--- config.mk ---
export PLATFORM = sky130hd
export DESIGN_NAME = mem_port_arbiter
export DESIGN_NICKNAME = d
export VERILOG_FILES = /design/src/rtl/mem_port_arbiter.sv
export SDC_FILE = /design/constraint.sdc
export NUM_CORES = 1
export LEC_CHECK = 0
export CAP_MARGIN = 20
export CORE_MARGIN = 3
export CORE_UTILIZATION = 23
export CTS_CLUSTER_SIZE = 40
export DETAILED_ROUTE_END_ITERATION = 7
export SETUP_SLACK_MARGIN = 0.15
export SLEW_MARGIN = 0
export SYNTH_ARGS = -nofsm -noshare
export SYNTH_HDL_FRONTEND = slang
export SYNTH_SLANG_ARGS = --single-unit
--- constraint.sdc ---
create_clock -name clk -period 2.9 [get_ports clk]
set_input_delay 0.29 -clock clk [delete_from_list [all_inputs] [get_ports clk]]
set_output_delay 0.29 -clock clk [all_outputs]
set_load 0.02 [all_outputs]
--- src/rtl/mem_port_arbiter.sv ---
// Two-master arbiter for one single-port synchronous memory: range/alignment check, 1-cycle response.
// Optional ARB_ROUND_ROBIN_EN replaces fixed priority plus starvation guard with round-robin.

module mpa_resp_lane #(
  parameter int DATA_WIDTH = 32
) (
  input  logic                  clk,
  input  logic                  reset_n,
  input  logic                  grant,
  input  logic                  legal,
  input  logic                  is_write,
  input  logic [DATA_WIDTH-1:0] mem_dout,
  output logic                  resp_valid,
  output logic                  resp_err,
  output logic [DATA_WIDTH-1:0] resp_rdata
);
  logic rd_q;

  always_ff @(posedge clk or negedge reset_n) begin
    if (!reset_n) begin
      resp_valid <= 1'b0;
      resp_err   <= 1'b0;
      rd_q       <= 1'b0;
    end else begin
      resp_valid <= grant;
      resp_err   <= grant & ~legal;
      rd_q       <= grant & legal & ~is_write;
    end
  end

  // mem_dout is the registered read of the address driven in the grant cycle
  assign resp_rdata = rd_q ? mem_dout : '0;
endmodule

module mem_port_arbiter #(
  parameter int MEM_SIZE     = 4096,
  parameter int ADDR_WIDTH   = 32,
  parameter int DATA_WIDTH   = 32,
  parameter int STARVE_LIMIT = 4
) (
  input  logic                  clk,
  input  logic                  reset_n,
  input  logic                  m0_req_valid,
  output logic                  m0_req_ready,
  input  logic                  m0_req_we,
  input  logic [ADDR_WIDTH-1:0] m0_req_addr,
  input  logic [DATA_WIDTH-1:0] m0_req_wdata,
  output logic                  m0_resp_valid,
  output logic [DATA_WIDTH-1:0] m0_resp_rdata,
  output logic                  m0_resp_err,
  input  logic                  m1_req_valid,
  output logic                  m1_req_ready,
  input  logic                  m1_req_we,
  input  logic [ADDR_WIDTH-1:0] m1_req_addr,
  input  logic [DATA_WIDTH-1:0] m1_req_wdata,
  output logic                  m1_resp_valid,
  output logic [DATA_WIDTH-1:0] m1_resp_rdata,
  output logic                  m1_resp_err,
  output logic                  mem_we,
  output logic [ADDR_WIDTH-1:0] mem_raddr,
  output logic [ADDR_WIDTH-1:0] mem_waddr,
  output logic [DATA_WIDTH-1:0] mem_din,
  input  logic [DATA_WIDTH-1:0] mem_dout
);
  localparam int NM = 2;
  localparam logic [ADDR_WIDTH-1:0] MAX_ADDR = ADDR_WIDTH'(MEM_SIZE - 4);

  typedef struct packed {
    logic                  we;
    logic [ADDR_WIDTH-1:0] addr;
    logic [DATA_WIDTH-1:0] wdata;
  } req_t;

  req_t [NM-1:0]                  req;
  req_t                           sel;
  logic [NM-1:0]                  req_valid, grant, resp_valid, resp_err;
  logic [NM-1:0][DATA_WIDTH-1:0]  resp_rdata;
  logic                           m0_wins, legal, rd_go, wr_go;
  logic [ADDR_WIDTH-1:0]          raddr_q, waddr_q;
  logic [DATA_WIDTH-1:0]          din_q;

  assign req[0]    = {m0_req_we, m0_req_addr, m0_req_wdata};
  assign req[1]    = {m1_req_we, m1_req_addr, m1_req_wdata};
  assign req_valid = {m1_req_valid, m0_req_valid};

`ifdef ARB_ROUND_ROBIN_EN
  logic rr_q;  // master holding priority on the next contended cycle

  assign m0_wins = ~req_valid[1] | ~rr_q;

  always_ff @(posedge clk or negedge reset_n) begin
    if (!reset_n)    rr_q <= 1'b0;
    else if (|grant) rr_q <= grant[0];
  end
`else
  localparam logic [3:0] LIMIT = 4'(STARVE_LIMIT);
  logic [3:0] starve_cnt;

  assign m0_wins = ~req_valid[1] | (starve_cnt != LIMIT);

  always_ff @(posedge clk or negedge reset_n) begin
    if (!reset_n)                          starve_cnt <= '0;
    else if (!req_valid[1] || grant[1])    starve_cnt <= '0;
    else if (grant[0] && starve_cnt != LIMIT) starve_cnt <= starve_cnt + 4'd1;
  end
`endif

  // Gate with reset_n so nothing is accepted or written while reset is held
  assign grant[0] = reset_n & req_valid[0] & m0_wins;
  assign grant[1] = reset_n & req_valid[1] & ~grant[0];

  assign m0_req_ready = grant[0];
  assign m1_req_ready = grant[1];

  assign sel   = grant[1] ? req[1] : req[0];
  assign legal = (sel.addr[1:0] == 2'b00) && (sel.addr <= MAX_ADDR);
  assign rd_go = (|grant) & legal & ~sel.we;
  assign wr_go = (|grant) & legal & sel.we;

  // Memory buses hold their last value when unused to avoid needless toggling
  assign mem_we    = wr_go;
  assign mem_raddr = rd_go ? sel.addr  : raddr_q;
  assign mem_waddr = wr_go ? sel.addr  : waddr_q;
  assign mem_din   = wr_go ? sel.wdata : din_q;

  always_ff @(posedge clk or negedge reset_n) begin
    if (!reset_n) begin
      raddr_q <= '0;
      waddr_q <= '0;
      din_q   <= '0;
    end else begin
      raddr_q <= mem_raddr;
      waddr_q <= mem_waddr;
      din_q   <= mem_din;
    end
  end

  for (genvar i = 0; i < NM; i++) begin : g_lane
    mpa_resp_lane #(.DATA_WIDTH(DATA_WIDTH)) u_lane (
      .clk       (clk),
      .reset_n   (reset_n),
      .grant     (grant[i]),
      .legal     (legal),
      .is_write  (sel.we),
      .mem_dout  (mem_dout),
      .resp_valid(resp_valid[i]),
      .resp_err  (resp_err[i]),
      .resp_rdata(resp_rdata[i])
    );
  end

  assign m0_resp_valid = resp_valid[0];
  assign m0_resp_err   = resp_err[0];
  assign m0_resp_rdata = resp_rdata[0];
  assign m1_resp_valid = resp_valid[1];
  assign m1_resp_err   = resp_err[1];
  assign m1_resp_rdata = resp_rdata[1];
endmodule

Yosys cells after proc, flatten, opt, wreduce, memory -nomap -nowiden
Cells that the tools add are included.
W data, S select, Z words.
{"block": "totals", "ff_bits": 106, "output_inout_bits": 167, "wordCells": 46}
{"block": "classes", "n_addsub": 1, "order_cmp": 1, "eq_ne": 1, "n_mux": 8, "bitwise_logic": 18, "reduce_logical": 7}
{"operator": "$mux W32", "count": 5}
{"operator": "$mux W65", "count": 1}
{"operator": "$le A32 B12 Y1 const B", "count": 1}
{"operator": "$and A1 B1 Y1", "count": 13}
{"operator": "$mux W4", "count": 2}
{"operator": "$add A4 B1 Y4 const B", "count": 1}
{"operator": "$ne A4 B3 Y1 const B", "count": 1}
{"operator": "$not A1 Y1", "count": 4}
{"operator": "$logic_and A1 B1 Y1", "count": 2}
{"operator": "$logic_not A2 Y1", "count": 1}
{"operator": "$reduce_bool A2 Y1", "count": 1}
{"operator": "$reduce_or A2 Y1", "count": 1}
{"operator": "$logic_not A1 Y1", "count": 1}
{"operator": "$logic_or A1 B1 Y1", "count": 1}
{"operator": "$or A1 B1 Y1", "count": 1}

Longest topological paths before layout
{"block": "logic_depth", "depth_word": 11, "mapped_depth": 10}

Modules after synthesis
A second synthesis with hierarchy kept.
{"block": "hier_totals", "cells_unflattened": 382, "hier_area_um2": 5057.4}
{"mod": "mem_port_arbiter", "instances": 1, "cells_each": 302, "area_per_inst_um2": 4366.7}
{"mod": "mpa_resp_lane", "instances": 2, "cells_each": 40, "area_per_inst_um2": 345.3}

Worst setup path before layout
Ideal clock, no wire load.
{"block": "synth_path", "kind": "reg-to-output", "start": "register starve_cnt[0]", "end": "output port mem_raddr[10]", "t_arrival_ps": 2250, "required_ps": 2610, "path_slack_ps": 360, "stages_incl_launch_ff": 10, "path_buffers": 1, "cell_sequence": "dfrtp_1 inv_1 ha_1 and3b_1 a21o_2 inv_1 nor2_1 o22ai_1 buf_2 mux2_2"}
{"block": "synth_between", "elab_chain_cells": 11, "elab_cells_between_ends": 14}
{"item": "start, declared", "line": "97", "text": "logic [3:0] starve_cnt;"}
{"item": "start signal, assigned", "line": "104", "text": "else if (grant[0] && starve_cnt != LIMIT) starve_cnt <= starve_cnt + 4'd1;"}
{"item": "$ne A4 B3 Y1 *", "line": "99", "text": "assign m0_wins = ~req_valid[1] | (starve_cnt != LIMIT);"}
{"item": "$or A1 B1 Y1 *", "line": "99"}
{"item": "$and A1 B1 Y1 *", "line": "109", "text": "assign grant[0] = reset_n & req_valid[0] & m0_wins;"}
{"item": "named net m0_req_ready", "line": "44", "text": "output logic m0_req_ready,"}
{"item": "$not A1 Y1", "line": "110", "text": "assign grant[1] = reset_n & req_valid[1] & ~grant[0];"}
{"item": "$and A1 B1 Y1", "line": "110"}
{"item": "$mux W65", "line": "115", "text": "assign sel = grant[1] ? req[1] : req[0];"}
{"item": "$le A32 B12 Y1 or $logic_not A2 Y1 (tied branches)", "line": "116", "text": "assign legal = (sel.addr[1:0] == 2'b00) && (sel.addr <= MAX_ADDR);"}
{"item": "$logic_and A1 B1 Y1", "line": "116"}
{"item": "$and A1 B1 Y1 (2 in series)", "line": "117", "text": "assign rd_go = (|grant) & legal & ~sel.we;"}
{"item": "$mux W32 *", "line": "122", "text": "assign mem_raddr = rd_go ? sel.addr : raddr_q;"}
{"item": "end, declared", "line": "60", "text": "output logic [ADDR_WIDTH-1:0] mem_raddr,"}
The timed path passes the listed nets; every way through them passes the cells marked *.

Worst setup path after layout
{"block": "layout_path", "start": "register starve_cnt[0]", "end": "output port mem_din[11]"}
{"block": "layout_between", "elab_chain_cells": 11, "elab_cells_between_ends": 13}
{"item": "$ne A4 B3 Y1 *", "line": "99"}
{"item": "$or A1 B1 Y1 *", "line": "99"}
{"item": "$and A1 B1 Y1 *", "line": "109"}
{"item": "$not A1 Y1", "line": "110"}
{"item": "$and A1 B1 Y1", "line": "110"}
{"item": "$mux W65", "line": "115"}
{"item": "$le A32 B12 Y1 or $logic_not A2 Y1 (tied branches)", "line": "116"}
{"item": "$logic_and A1 B1 Y1", "line": "116"}
{"item": "$and A1 B1 Y1 (2 in series)", "line": "118", "text": "assign wr_go = (|grant) & legal & sel.we;"}
{"item": "$mux W32 *", "line": "124", "text": "assign mem_din = wr_go ? sel.wdata : din_q;"}
{"item": "end, declared", "line": "62", "text": "output logic [DATA_WIDTH-1:0] mem_din,"}
Every way passes the cells marked *; elsewhere a longest branch is shown, timed or not.

==> summary.txt <==
Drt
  • # DRC: 0
  • Routed vias/inst: 4.24
  • M1 WL: 7.09 mm
  • Met2 Routed Length: 10.9 mm
  • Via Count: 4485
  • DRT Pass-1 Iters: 4
  • DR top layer: met4
  • Remaining antenna violation count: 0
  • Met3 wire len: 1.32 mm
  • Final wirelength: 19.7 mm
  • Initial DRC count: 156
  • WL per Instance: 18.6 µm

Timing
  • Endpoints failing hold: 0
  • Period utilization: 1.04
  • Actual slew at the worst max-slew pin: 0.760 ns
  • Slew headroom: 0.493
  • Setup TNS: -2.58 ns
  • Unrepaired setup endpoints after global routing: true
  • Tmin final: 3.01 ns
  • F_max: 332 MHz
  • # setup viols final: 39
  • Pins Over Slew Limit: 0
  • Final setup margin: -0.111 ns
  • Setup Skew: 0.00910 ns

Floorplan
  • Die Y: 152 µm
  • DIE WIDTH: 152 µm
  • Initial Util: 0.238
  • IO Pins: 333
  • Core outline area: 0.0206 mm²
  • Row count: 52
  • Die area: 0.0231 mm²

Clock tree
  • Num CTS Buffers: 9
  • TritonCTS Sinks: 106
  • Max clock buf depth: 2
  • Skew-Pair Late Insertion Delay: 0.35 ns
  • Clk pin slew, worst setup/hold paths: 0.08 ns
  • TritonCTS clock tree: yes
  • # H-tree levels: 3
  • Clk root buf: clkbuf_16

Pwr
  • Pleak: 4.74 nW
  • Tot Pwr: 3.24 mW
  • IR drop worst, VDD: 0.251 mV
  • Power Density: 325 mW/mm²

Run
  • Maxcap violations: 0

Synth
  • Part of the Yosys area used for sequential elements: 0.540
  • Multiplexer area fraction after synthesis: 0.231
  • Synthesized instance count: 384
  • Mean Syn Cell Area: 12.8 µm²
  • Compound-cell area share of the yosys netlist: 0.0148
  • Yosys warnings: 0
  • Post-Syn Area: 0.00491 mm²
  • Yosys reg bits: 106
  • Asr flop ratio synth: 1.00
  • Main synth FF type: dfrtp_1
  • Adder-Cell Fraction of Synth Area: 0.00510
  • Syn Nets: 552
  • Post-synthesis xor/xnor area fraction: 0
  • EDFF count, synth: 0
  • Count of cell types in the netlist: 32
  • Simple-gate share of the synthesized area: 0.185
  • Largest family of logic cells by synthesized area: multiplexers

Finish
  • Final std cells w/o fill: 1058
  • Layout area overhead: 103%
  • Final net count: 947
  • Share of cells above drive strength 1: 0.425

Global routing
  • Vias in the first global route: 4914
  • First-pass GRT wire length: 29.3 mm
  • GR Util All Layers: 0.161
  • Total gr overflow: 0
  • Largest net degree at the start of global routing: 60
  • Initial antenna violation count: 3

Setup path
  • Worst-path fanout max: 5
  • FF-to-FF Start: starve_cnt[0]
  • CP Capture Type: output port
  • Critical Path Source Type: flop
  • Worst Path Required: 2.61 ns
  • Worst EP arrival: 2.72 ns
  • CP startpoint: starve_cnt[0]
  • Critical path class: flop to output port

Placement
  • Dpl hpwl: 14.7 mm
  • Port Buffer Count: 332
  • GPL Wtd Cong: 0.954
  • # placed instances: 1003

Min path
  • Hold Crit Class: primary input to async pin

Status
  • Status: complete, but fails checks
  • Failing checks: negative setup slack
[cells by family (layout without fill, tap and decap cells)]
kind of cell / Yosys count / in the layout
muxes: 95 / 95
adders and majority gates: 2 / 2
AOI/OAI and AO/OA: 10 / 10
other: 0 / 4
buffers and inverters: 24 / 424
DFF: 106 / 106
and+or+nand+nor: 147 / 147
[registers in the layout (all words and copies together), names as in the netlist]
register and cells:
din_q 32, g_lane.u_lane.resp_err 2, waddr_q 32, starve_cnt 4, raddr_q 32, g_lane.u_lane.resp_valid 2
g_lane.u_lane.rd_q 2
[placed cells by master, fill, tap and decap left out, drive strengths merged]
cell type	n
clkdlybuf4s50	234
and2	111
nor3b	3
ha	2
nand3b	1
or2	1
o21a	1
dlygate4sd3	1
mux2i	1
and3	1
o21ai	3
clkinvlp	1
and3b	1
nor4	10
bufinv	2
a21oi	2
nor2b	1
mux2	94
dfrtp	106
a21o	1
nor3	4
diode	4
a21boi	1
nand2	6
buf	166
o22ai	2
inv	6
nand4	2
clkinv	1
nand4b	1
nor2	5
clkbuf	13
[worst max-delay path: stages, from the launching register on]
cell       delay, ns
dfrtp_1         0.39
inv_2           0.08
ha_4            0.13
nand3b_1        0.13
a21oi_4         0.22
buf_12          0.13
nor3b_4         0.20
buf_6           0.14
o22ai_4         0.07
buf_12          0.16
buf_8           0.13
clkbuf_16       0.15
mux2_4          0.31
buf_6           0.14
[through the flow]
stage               setup WS [ns]  instance area [µm²]  hold slack [ns]  utilization
CTS                        -0.128                 9570            0.101        0.464
floorplan                   0.360                 4910         -0.00559            -
global route               -0.235                 9970            0.127        0.483
finish                     -0.111                 9970           0.0845        0.483
global placement           -0.279                 8800            0.351        0.427
detailed placement         -0.364                 8800            0.344        0.427
[synth_stat cells, types with 2 or more instances]
library cell / instances / area (µm²)
mux2_2: 67 / 754
nor4_1: 10 / 62.6
ha_1: 2 / 25.0
nand2_1: 6 / 22.5
o22ai_1: 2 / 12.5
and2_1: 111 / 694
buf_6: 3 / 33.8
buf_2: 2 / 10.0
nand4_1: 2 / 12.5
inv_1: 4 / 15.0
nor2_1: 5 / 18.8
nor3_1: 4 / 20.0
nor3b_1: 2 / 15.0
o21ai_0: 3 / 15.0
mux2_1: 10 / 113
dfrtp_1: 106 / 2650
clkbuf_1: 14 / 52.6
mux2_4: 17 / 255
[repair_timing]
action	in CTS	in global routing
cloned	5	3
endpoints found under the setup margin	97	97
resized for setup	581	91
hold buffers	1	0
pin swaps	9	26
endpoints found under the hold margin	10	0
setup buffers	12	14
[power by group]
group          switching (mW)  internal [mW]
sequential            0.00143           1.48
combinational           0.125          0.268
clock                   0.592          0.771
total                   0.718           2.52
[worst paths after layout]
check,endpoint,slack [ns],depth (start not counted)
min reg2reg,waddr_q[24],0.49,1
max reg2reg,din_q[10],0.44,13
max,mem_din[11],-0.11,13
min in group clk,waddr_q[24],0.49,1
min,g_lane[1].u_lane.resp_err,0.08,2
max in group asynchronous,din_q[19],1.65,3
[layer usage]
layer,vias up,GRT usage
met5,-,0
met4,0,0.0548
met3,20,0.0447
met2,191,0.308
met1,2179,0.169
li1,2095,-
[final cells by class]
class | count | area, µm²
antenna | 4 | 10.0
clock buffer | 10 | 229
clock inverter | 6 | 96.3
fill | 1860 | 10700
inverter | 4 | 20.0
multi-input combinational | 254 | 2370
sequential | 106 | 2650
tap | 270 | 338
timing repair buffer | 404 | 4260
Power figures use the tool's default switching activity.
